--- src/rtl/vga_timing_pkg.sv ---
// Default 640x480@60 raster constants, derived totals and sync windows,
// plus the small helpers shared by the timing generator.
package vga_timing_pkg;

  localparam int CNT_W         = 10;
  localparam int CNT_MAX_TOTAL = 1 << CNT_W;

  localparam int DEF_CLK_DIV   = 2;
  localparam int DEF_H_DISPLAY = 640;
  localparam int DEF_H_FRONT   = 16;
  localparam int DEF_H_SYNC    = 96;
  localparam int DEF_H_BACK    = 48;
  localparam int DEF_V_DISPLAY = 480;
  localparam int DEF_V_FRONT   = 10;
  localparam int DEF_V_SYNC    = 2;
  localparam int DEF_V_BACK    = 33;

  localparam int DEF_H_TOTAL = DEF_H_DISPLAY + DEF_H_FRONT + DEF_H_SYNC + DEF_H_BACK;
  localparam int DEF_V_TOTAL = DEF_V_DISPLAY + DEF_V_FRONT + DEF_V_SYNC + DEF_V_BACK;

  localparam int DEF_H_SYNC_START = DEF_H_DISPLAY + DEF_H_FRONT;
  localparam int DEF_H_SYNC_END   = DEF_H_SYNC_START + DEF_H_SYNC;
  localparam int DEF_V_SYNC_START = DEF_V_DISPLAY + DEF_V_FRONT;
  localparam int DEF_V_SYNC_END   = DEF_V_SYNC_START + DEF_V_SYNC;

  typedef logic [CNT_W-1:0] cnt_t;

  typedef struct packed {
    logic hsync;
    logic vsync;
    logic video_on;
  } sync_t;

  // Half-open window test done in int so an end bound of 1024 still works.
  function automatic logic in_window(input cnt_t pos, input int start, input int stop);
    return (int'(pos) >= start) && (int'(pos) < stop);
  endfunction

  function automatic logic sync_level(input logic active, input logic pol);
    return active ? pol : ~pol;
  endfunction

endpackage

--- src/rtl/pixel_tick_gen.sv ---
// Master-clock divider: adv_o is high in the last clock of each CLK_DIV period,
// tick_o is the registered copy, so it coincides with the freshly advanced raster.
module pixel_tick_gen #(
  parameter int CLK_DIV = 2
) (
  input  logic clk_i,
  input  logic rst_ni,
  output logic adv_o,
  output logic tick_o
);

  localparam int DIV_W = (CLK_DIV > 1) ? $clog2(CLK_DIV) : 1;
  localparam logic [DIV_W-1:0] DIV_LAST = DIV_W'(CLK_DIV - 1);

  if (CLK_DIV < 1) begin : g_bad_div
    $error("pixel_tick_gen: CLK_DIV must be >= 1");
  end

  logic [DIV_W-1:0] div_q;
  logic [DIV_W-1:0] div_d;
  logic             tick_q;

  // With CLK_DIV == 1 the counter is stuck at 0 and adv_o is permanently high.
  assign adv_o = (div_q == DIV_LAST);

  always_comb begin
    div_d = div_q + 1'b1;
    if (adv_o) begin
      div_d = '0;
    end
  end

  always_ff @(posedge clk_i or negedge rst_ni) begin
    if (!rst_ni) begin
      div_q  <= '0;
      tick_q <= 1'b0;
    end else begin
      div_q  <= div_d;
      tick_q <= adv_o;
    end
  end

  assign tick_o = tick_q;

endmodule

--- src/rtl/vga_sync_gen.sv ---
// VGA raster timing generator: pixel/line counters advanced once per CLK_DIV master
// clocks, with sync, blanking and coordinates all registered from the same next pixel.
module vga_sync_gen
  import vga_timing_pkg::*;
#(
  parameter int   CLK_DIV   = DEF_CLK_DIV,
  parameter int   H_DISPLAY = DEF_H_DISPLAY,
  parameter int   H_FRONT   = DEF_H_FRONT,
  parameter int   H_SYNC    = DEF_H_SYNC,
  parameter int   H_BACK    = DEF_H_BACK,
  parameter int   V_DISPLAY = DEF_V_DISPLAY,
  parameter int   V_FRONT   = DEF_V_FRONT,
  parameter int   V_SYNC    = DEF_V_SYNC,
  parameter int   V_BACK    = DEF_V_BACK,
  parameter logic SYNC_POL  = 1'b0
) (
  input  logic             original_clk,
  input  logic             reset_n,
  output logic             hsync,
  output logic             vsync,
  output logic             video_on,
  output logic [CNT_W-1:0] pixel_x,
  output logic [CNT_W-1:0] pixel_y,
  output logic             pixel_tick,
  output logic             frame_start
);

  localparam int H_TOTAL      = H_DISPLAY + H_FRONT + H_SYNC + H_BACK;
  localparam int V_TOTAL      = V_DISPLAY + V_FRONT + V_SYNC + V_BACK;
  localparam int H_SYNC_START = H_DISPLAY + H_FRONT;
  localparam int H_SYNC_END   = H_SYNC_START + H_SYNC;
  localparam int V_SYNC_START = V_DISPLAY + V_FRONT;
  localparam int V_SYNC_END   = V_SYNC_START + V_SYNC;

  localparam cnt_t H_LAST = cnt_t'(H_TOTAL - 1);
  localparam cnt_t V_LAST = cnt_t'(V_TOTAL - 1);

  if (H_TOTAL > CNT_MAX_TOTAL) begin : g_bad_h_total
    $error("vga_sync_gen: H_TOTAL exceeds the 10-bit pixel counter");
  end
  if (V_TOTAL > CNT_MAX_TOTAL) begin : g_bad_v_total
    $error("vga_sync_gen: V_TOTAL exceeds the 10-bit line counter");
  end

  logic  adv_w;
  logic  tick_w;
  cnt_t  h_q;
  cnt_t  h_d;
  cnt_t  v_q;
  cnt_t  v_d;
  sync_t sync_q;
  sync_t sync_d;
  logic  frame_start_q;
  logic  frame_start_d;

  pixel_tick_gen #(
    .CLK_DIV (CLK_DIV)
  ) u_tick (
    .clk_i  (original_clk),
    .rst_ni (reset_n),
    .adv_o  (adv_w),
    .tick_o (tick_w)
  );

  always_comb begin
    h_d = h_q;
    v_d = v_q;
    if (adv_w) begin
      if (h_q == H_LAST) begin
        h_d = '0;
        v_d = (v_q == V_LAST) ? '0 : v_q + 1'b1;
      end else begin
        h_d = h_q + 1'b1;
      end
    end
  end

  // Decode from the next position so every output describes the pixel being loaded.
  always_comb begin
    sync_d.hsync    = sync_level(in_window(h_d, H_SYNC_START, H_SYNC_END), SYNC_POL);
    sync_d.vsync    = sync_level(in_window(v_d, V_SYNC_START, V_SYNC_END), SYNC_POL);
    sync_d.video_on = in_window(h_d, 0, H_DISPLAY) && in_window(v_d, 0, V_DISPLAY);
    frame_start_d   = adv_w && (h_d == '0) && (v_d == '0);
  end

  always_ff @(posedge original_clk or negedge reset_n) begin
    if (!reset_n) begin
      h_q            <= '0;
      v_q            <= '0;
      sync_q.hsync    <= ~SYNC_POL;
      sync_q.vsync    <= ~SYNC_POL;
      sync_q.video_on <= 1'b0;
      frame_start_q  <= 1'b0;
    end else begin
      frame_start_q <= frame_start_d;
      if (adv_w) begin
        h_q    <= h_d;
        v_q    <= v_d;
        sync_q <= sync_d;
      end
    end
  end

  assign hsync       = sync_q.hsync;
  assign vsync       = sync_q.vsync;
  assign video_on    = sync_q.video_on;
  assign pixel_x     = h_q;
  assign pixel_y     = v_q;
  assign pixel_tick  = tick_w;
  assign frame_start = frame_start_q;

endmodule
--- config.mk ---
export PLATFORM = sky130hd
export DESIGN_NAME = vga_sync_gen
export DESIGN_NICKNAME = d
export VERILOG_FILES = /design/src/rtl/vga_timing_pkg.sv /design/src/rtl/pixel_tick_gen.sv /design/src/rtl/vga_sync_gen.sv
export SDC_FILE = /design/constraint.sdc
export NUM_CORES = 1
export LEC_CHECK = 0
export CAP_MARGIN = 20
export CORE_ASPECT_RATIO = 1.4
export CORE_MARGIN = 3
export CORE_UTILIZATION = 53
export DETAILED_ROUTE_END_ITERATION = 7
export PLACE_DENSITY_LB_ADDON = 0.15
export SYNTH_ARGS = -nofsm -noshare
export SYNTH_HDL_FRONTEND = slang
export SYNTH_SLANG_ARGS = --single-unit
--- constraint.sdc ---
create_clock -name original_clk -period 3.2 [get_ports original_clk]
set_clock_uncertainty 0.1 [all_clocks]
set_input_delay 0.64 -clock original_clk [delete_from_list [all_inputs] [get_ports original_clk]]
set_output_delay 0.64 -clock original_clk [all_outputs]
set_load 0.02 [all_outputs]
# == Yosys cells after proc, flatten, opt, wreduce, memory -nomap -nowiden ==
# Cells that the tools add are included.
# op_classes
n_addsub,3
n_lt_le_gt_ge,6
n_eq_ne,2
muxes,8
n_reduce_logical,7
# ops
op,count
2-to-1 mux 10 bit,5
"adder 10 x 1 -> 10 bit, second input constant",2
"equality test 10 bit, second input constant",2
zero test 10 bit,2
"less-than comparator 10 bit, second input constant",2
"less-than comparator 10 x 9 -> 1 bit, second input constant",2
">= comparator 10 bit, second input constant",1
">= comparator 10 x 9 -> 1 bit, second input constant",1
logical AND 1 bit,5
2-to-1 mux 1 bit,3
"adder 1 bit, second input constant",1
# totals
ff_bits,26
in_bits,2
output_inout_bits,25
wordCells,34

# == Depth between registers and ports, before layout ==
# Gate-level depths: netlist of the first run.
# logic_depth
word_depth,7
depth_mapped,9
depth_no_buf,8

# == By module ==
# A second synthesis of the first run with hierarchy kept.
# unflattened
cells_unflattened,206
hier_area_um2,1793.0
# by_module_without_submodules
module,instances,cells_per_inst,area_per_inst_um2,seq_area_each_um2
vga_sync_gen,1,203,1739.2,603.1
pixel_tick_gen,1,3,53.8,50.0

# == Worst setup path before layout of the first run ==
# OpenSTA, ideal clock, no wires.
# synth_timing
path_kind,reg2reg
start,reg h_q[0] (netlist: pixel_x[0])
end,"reg, netlist name vsync"
setup_time_ns,0.083
arrival_time_ns,2.572
t_required_ns,3.017
path_slack_ns,0.445
path_stages_with_launch,10
synth_period_minus_slack_ns,2.755
path_cell_list,dfrtp_1 > ha_1 > and2_1 > clkbuf_1 > and4_1 > buf_6 > nand4_1 > mux2_2 > or4_1 > o32a_1
# synth_via
elab_chain_cells,6
# synth_rtl
element,line_no,text
from (decl),vga_sync_gen.sv:47,cnt_t h_q;
from (signal assigned),vga_sync_gen.sv:88,h_q <= '0;
from (signal assigned),vga_sync_gen.sv:97,h_q <= h_d;
equality test 10 bit *,vga_sync_gen.sv:69,if (h_q == H_LAST) begin
2-to-1 mux 10 bit *,vga_sync_gen.sv:69,
2-to-1 mux 10 bit *,vga_sync_gen.sv:68,if (adv_w) begin
>= comparator 10 x 9 -> 1 bit or less-than comparator 10 x 9 -> 1 bit (tied branches),vga_timing_pkg.sv:36,return (int'(pos) >= start) && (int'(pos) < stop);
logical AND 1 bit *,vga_timing_pkg.sv:36,
2-to-1 mux 1 bit *,vga_timing_pkg.sv:40,return active ? pol : ~pol;
# Mark *: on every way between the ends. The rest lies on a longest branch, timed or not.
# A chain may end at the register's enable or synchronous reset.

# == Worst setup path in the final report of the first run ==
# layout_timing
start,reg v_q[5] (netlist: pixel_y[5])
end,"reg, netlist name vsync"
# layout_via
elab_chain_cells,7
# layout_rtl
element,line_no,text
from (decl),vga_sync_gen.sv:49,cnt_t v_q;
from (signal assigned),vga_sync_gen.sv:98,v_q <= v_d;
adder 10 x 1 -> 10 bit or equality test 10 bit (tied branches),vga_sync_gen.sv:71,v_d = (v_q == V_LAST) ? '0 : v_q + 1'b1;
2-to-1 mux 10 bit,vga_sync_gen.sv:71,
2-to-1 mux 10 bit,vga_sync_gen.sv:69,
2-to-1 mux 10 bit *,vga_sync_gen.sv:68,
>= comparator 10 x 9 -> 1 bit or less-than comparator 10 x 9 -> 1 bit (tied branches),vga_timing_pkg.sv:36,
logical AND 1 bit *,vga_timing_pkg.sv:36,
2-to-1 mux 1 bit *,vga_timing_pkg.sv:40,
# Marked as above.

==> summary.txt, run 1 <==
Run status
  • Status: completed

GRT
  • Global-route wire length before repair: between 7000 and 8000 µm
  • Overall Global Routing Usage: 24.7%
  • Number of global-route vias before repair: roughly 1600
  • Initial antenna violation count: 0
  • Gr ovfl total: 0
  • Largest net degree at the start of global routing: 27

Flow run
  • Maxcap violations: 0

Route
  • DRC viols: 0
  • DR vias: 1662
  • Final wirelength: between 4000 and 5000 µm
  • Remaining antenna violation count: 0
  • Initial DRC count: 78
  • Router iterations before antenna repair: 4
  • Routed vias/inst: 6.47
  • DR WL/cell: roughly 17 µm

Placement
  • Final Wtd Congestion: roughly 0.94
  • HPWL after DPL: approximately 3300 µm
  • Placed cells: 253
  • IO buf count: 26

Worst setup path
  • Crit start category: flop
  • Worst r2r dst: vsync$_DFFE_PN1P_
  • Worst setup startpoint: pixel_y[5]$_DFFE_PN0P_
  • Worst Setup EP: vsync$_DFFE_PN1P_
  • Worst Path Max Fanout: 8
  • Slowest-stage cell, CP: or4_4
  • Critical Path Max Stage Delay: between 0.5 and 0.6 ns
  • Critical-path cell list: or4_4 -> or3_4 -> or2b_1 -> a31oi_1 -> or4_1 -> o32a_1
  • FF-to-FF Start: pixel_y[5]$_DFFE_PN0P_
  • Critical path's top delay family: simple AND/OR/NAND/NOR gates
  • WS Path Type: reg2reg
  • Critical path depth: 6
  • Crit. End Element: flop
  • Reg2reg path depth: 6
  • Buffers & Inverters on Critical Path: 0
  • Reg2reg setup slack: 0.44 ns
  • Critical path arrival: 2.87 ns
  • Critical Path RT: approximately 3.3 ns

Clocking
  • CTS tree: built
  • CTS sink cnt: 26
  • Clk Latency, worst-skew pair: 0.27 ns
  • Hold Buf Count CTS: 0
  • Post-cts resize count: 0
  • # Post-CTS Setup Buffers: 0
  • Worst-path clk slew: 0.09 ns
  • Longest Clk Path Bufs: 2
  • Num CTS Buffers: 3
  • Root buffer cell: clkbuf_8
  • CTS H-tree depth: 1

Min path
  • Min-delay worst type: reg2reg
  • Hold Path Depth: 2

Yosys
  • Sequential-to-total area share from yosys stat: 38.0%
  • Yosys warns: 0
  • XOR/XNOR Fraction of Synth Area: 7.14%
  • Yosys cell types: 53
  • Post-synth EDFFs: 0
  • Async set-reset flop share out of synthesis: 100%
  • Post-synthesis simple-gate area fraction: 28.0%
  • Synth top area share: 35.0%
  • Dominant cells by area after synthesis: dfrtp_1, nand2_1, xnor2_1, nor2_1, dfstp_2
  • Mapped Nets: 202
  • Gate Count Post-Synth: 197
  • Flops & latches, synth: 26
  • Top_reg_cell synth: dfrtp_1
  • Post-synthesis mux area share: 1.24%
  • Synthesized cell area: roughly 0.0017 mm²
  • Synth Area per Inst: 8.72 µm²
  • Compound-Gate Fraction of Synth Area: between 10% and 20%
  • Largest area contributor in the netlist: dfrtp_1
  • Largest family of logic cells by synthesized area: simple AND/OR/NAND/NOR gates
  • Fraction of the mapped netlist area in adder cells: between 2 and 2.5%

STA
  • RSZ-0062 raised after global routing: false
  • Final Hold Viols: 0
  • Rel. slew slack: 68.6%
  • Tmin final: 2.76 ns
  • Max Clock Freq: approximately 360 MHz
  • Worst-Margin Slew: 0.465 ns
  • Sum Neg Setup Slack: 0 ns
  • Max Slew Vio Count: 0
  • Setup violators final: 0
  • Final worst-path cycle share: 86.3%

Final layout
  • Register Area: 653 µm²
  • Commonest non-fill, non-tap cells in the layout: clkdlybuf4s50_1, dfrtp_1, nand2_1, nor2_1
  • Fillers: 250
  • Final Non-Filler Cells: around 260
  • Area of the multi-input gates: ~960 µm²
  • Area grow syn2layout: 18.9%
  • Layout cell share with drive strength beyond 1: 9.09%
  • # diodes: 0
  • Commonest non-fill, non-tap cell in the layout: clkdlybuf4s50_1
  • Final core utilization: 68.2%
  • Layout Nets: 226

Floorplanning
  • Die area: around 0.0040 mm²
  • Starting Density: 57.4%
  • I/O Pins: 27
  • Horiz. Die Dim: 54.1 µm
  • Die Span Y: between 70 and 80 µm
  • Site Rows: 23
  • Area of the core: roughly 0.003 mm²

Power and ir drop
  • Internal: 0.440 mW
  • Register share of total power: 59.4%
  • Max IR drop VDD: 137 µV
  • Clk network pwr share: 39.1%
  • Sw Ratio: slightly above 20%
  • Combinational Power Share: 1.5%
  • Static Leak: between 0.8 and 0.9 nW
  • PwrDens: roughly 270 mW/mm²
  • P_sw: 0.113 mW
-- metrics by stage --
step | setup slack, ns | cell area [µm²] | hold WS (ns) | total power [mW]
2_1_floorplan | 0.445 | 1720 | 0.244 | 0.335
3_3_place_gp | 0.522 | 1990 | 0.390 | 0.344
3_5_place_dp | 0.445 | 1990 | 0.397 | 0.344
4_1_cts | 0.434 | 2040 | 0.409 | 0.557
5_1_grt | 0.339 | 2040 | 0.442 | 0.572
6_report | 0.438 | 2040 | 0.406 | 0.553
-- registers in the layout, summed over array words and instances (netlist names) --
| signal | cells |
|---|---|
| pixel_x | 10 |
| pixel_y | 10 |
| frame_start | 1 |
| hsync | 1 |
| u_tick.adv_o | 1 |
| u_tick.tick_o | 1 |
| video_on | 1 |
| vsync | 1 |
-- routing by layer --
layer	track usage (%)	routed length [µm]	up-vias
met3	2.43	212	19
met1	31.6	1750	795
met5	0	0	-
li1	-	-	773
met4	10.5	178	0
met2	41.2	2240	75
-- synthesized netlist by cell type (all sizes together) (3+ instances only) --
master   n
dfrtp   24
or4      4
nor3     8
inv      7
and4     3
nand4    4
ha       3
clkbuf   7
nor2    17
and3     6
nand3    8
a31oi    7
nand2   22
nor4     4
a21oi    8
or3      4
xor2     5
xnor2    9
o21ai   10
buf      5
-- power by group through the flow --
stage	clock, mW	combinational, mW	sequential (mW)
finish	0.216	0.00834	0.328
global route	0.233	0.00977	0.328
CTS	0.219	0.00898	0.328
detailed placement	0	0.00903	0.335
global placement	0	0.00872	0.335
floorplan	0	0.000000379	0.335
-- tightest hold or removal path, cell delays in order (launching register included) --
cell,delay [ns]
dfstp_2,0.38
nor2_1,0.08
a41oi_1,0.05
-- area by class of cell --
| cell class | instances | share of cell area, % |
|---|---|---|
| Inverter | 7 | 1.29 |
| Clock buffer | 4 | 2.70 |
| Timing Repair Buffer | 31 | 14.6 |
| Tap cell | 37 | 2.27 |
| Multi-Input combinational cell | 152 | 47.2 |
| Sequential cell | 26 | 32.0 |
-- logic make-up (layout without fill, tap and decap cells) --
group	count (synthesis)	count (layout)
and+or+nand+nor	89	89
AOI/OAI and AO/OA	44	44
DFF	26	26
buffers and inverters	19	42
xor gates and xnor gates	14	14
adders and majority gates	3	3
muxes	2	2
-- worst min path at each step --
stage	from	endpoint
after detailed placement	hsync$_DFFE_PN1P_	hsync$_DFFE_PN1P_
after floorplan	reset_n	frame_start$_DFF_PN0_
after CTS	hsync$_DFFE_PN1P_	hsync$_DFFE_PN1P_
after global placement	hsync$_DFFE_PN1P_	hsync$_DFFE_PN1P_
after global routing	hsync$_DFFE_PN1P_	hsync$_DFFE_PN1P_
final	hsync$_DFFE_PN1P_	hsync$_DFFE_PN1P_
Note: power is estimated with default switching activity, not from simulation.
==> run 2, diff against run 1 <==
Settings changed: HOLD_SLACK_MARGIN set to 0.02.
==> results of run 2 <==
No change in the layout: final DEF, timing and power equal those of run 1.
==> run 3, diff against run 2 <==
==> constraint.sdc (replaced) <==
create_clock -name original_clk -period 3.2 [get_ports original_clk]
set_clock_uncertainty 0.1 [all_clocks]
set_input_delay 0.32 -clock original_clk [delete_from_list [all_inputs] [get_ports original_clk]]
set_output_delay 0.32 -clock original_clk [all_outputs]
set_load 0.02 [all_outputs]
==> run 3 against run 2 <==
Against the previous run:
- global-route usage increased by 0.83 points
- routed wire length grew 2.1%
- first-iteration DRC count shrank 9.0%
- clock power is 9.7% lower
- sequential cell count stayed put
- die area did not move
==> summary.txt, run 3 (synthesis results as in run 1) <==
Run status
  • Status: completed

GRT
  • Gr ovfl total: 0
  • Global-route wire length before repair: 7570 µm
  • Overall Global Routing Usage: between 20% and 30%
  • Largest net degree at the start of global routing: 27
  • Number of global-route vias before repair: 1616
  • Initial antenna violation count: 0

Final layout
  • Final core utilization: 67.9%
  • # diodes: 0
  • Commonest non-fill, non-tap cells in the layout: clkdlybuf4s50_1, dfrtp_1, nand2_1, nor2_1
  • Commonest non-fill, non-tap cell in the layout: clkdlybuf4s50_1
  • Final Non-Filler Cells: 257
  • Layout cell share with drive strength beyond 1: 8.64%
  • Area grow syn2layout: 18.3%
  • Fillers: about 250
  • Area of the multi-input gates: 963 µm²
  • Layout Nets: 226
  • Register Area: 653 µm²

Route
  • DR WL/cell: 17.4 µm
  • Routed vias/inst: about 6.5
  • Remaining antenna violation count: 0
  • Final wirelength: roughly 4500 µm
  • DR vias: 1663
  • DRC viols: 0
  • Router iterations before antenna repair: 4
  • Initial DRC count: 71

Floorplanning
  • Die area: between 0.003 and 0.004 mm²
  • Horiz. Die Dim: 54.1 µm
  • I/O Pins: 27
  • Site Rows: 23
  • Area of the core: 0.00299 mm²
  • Die Span Y: 73.4 µm
  • Starting Density: 57.4%

Worst setup path
  • Worst Path Max Fanout: 8
  • Slowest-stage cell, CP: or4_4
  • Crit start category: flop
  • Critical Path RT: 3.31 ns
  • Critical path arrival: 2.89 ns
  • Crit. End Element: flop
  • Reg2reg setup slack: 0.41 ns
  • WS Path Type: reg2reg
  • Critical Path Max Stage Delay: 0.59 ns
  • Critical-path cell list: or4_4 -> or3_4 -> a21oi_2 -> a31oi_1 -> or4_1 -> o32a_1

Power and ir drop
  • PwrDens: roughly 260 mW/mm²
  • Static Leak: 0.819 nW
  • Max IR drop VDD: about 160 µV

Placement
  • Placed cells: 253
  • HPWL after DPL: 3380 µm
  • IO buf count: 26
  • Final Wtd Congestion: 0.935
  • Dpl ws: 0.436 ns

Clocking
  • Longest Clk Path Bufs: 2
  • CTS sink cnt: 26
  • CTS H-tree depth: 1
  • Num CTS Buffers: 3
  • CTS tree: built
  • # Post-CTS Setup Buffers: 0
  • Root buffer cell: clkbuf_8
  • Clk Latency, worst-skew pair: between 0.2 and 0.3 ns
  • Hold Buf Count CTS: 0
  • Worst-path clk slew: 0.09 ns
  • Post-cts resize count: 0

STA
  • Rel. slew slack: 63.2%
  • Min Hold Slack: ~0.31 ns
  • Setup violators final: 0
  • Max Clock Freq: 359 MHz
  • Sum Neg Setup Slack: 0 ns
  • RSZ-0062 raised after global routing: false
  • Final worst setup slack: 0.414 ns
  • Tmin final: 2.79 ns
  • Max Slew Vio Count: 0
  • Final Hold Viols: 0
  • Final worst-path cycle share: 87.0%
  • Worst-Margin Slew: 0.545 ns

Min path
  • Min-delay worst type: in2async

Flow run
  • Maxcap violations: 0
-- run 3: report_power, final --
part	total [mW]	internal (mW)	switching, mW
Clock	0.195	0.0893	0.106
Combinational	0.00829	0.00186	0.00643
Sequential	0.328	0.328	0
-- run 3: worst max-delay path: cells and delay by family, from the launching register on --
family,cells,cell delay (ns)
simple gates,3,1.56
compound gates,3,0.61
flops,1,0.45
-- run 3: layout make-up --
| type | count | area share (%) |
|---|---|---|
| clock buffer | 4 | 2.22 |
| timing repair buffer | 31 | 14.7 |
| multi-input combinational | 152 | 47.4 |
| tap | 37 | 2.28 |
| sequential | 26 | 32.1 |
| inverter | 7 | 1.29 |
-- run 3: path summary, 6_finish.rpt --
check,cells after the start,startpoint,to
setup / recovery,6,pixel_y[5]$_DFFE_PN0P_,vsync$_DFFE_PN1P_
hold / removal,2,reset_n,pixel_x[1]$_DFFE_PN0P_
setup reg to reg,6,pixel_y[5]$_DFFE_PN0P_,vsync$_DFFE_PN1P_
hold reg to reg,2,hsync$_DFFE_PN1P_,hsync$_DFFE_PN1P_
max in group asynchronous,2,reset_n,vsync$_DFFE_PN1P_
min in group original_clk,2,hsync$_DFFE_PN1P_,hsync$_DFFE_PN1P_
-- run 3: per-stage QoR --
stage	power (mW)	instance area, µm²
2_1_floorplan	0.335	1720
3_3_place_gp	0.344	1990
3_5_place_dp	0.343	1990
4_1_cts	0.532	2030
5_1_grt	0.554	2030
6_report	0.532	2030
-- run 3: routing by layer --
layer	GRT usage [%]	vias to the layer above	wire length [µm]
met2	44.2	86	2300
met5	0	-	0
met1	29.9	788	1740
li1	-	773	-
met4	13.3	0	187
met3	2.64	16	242
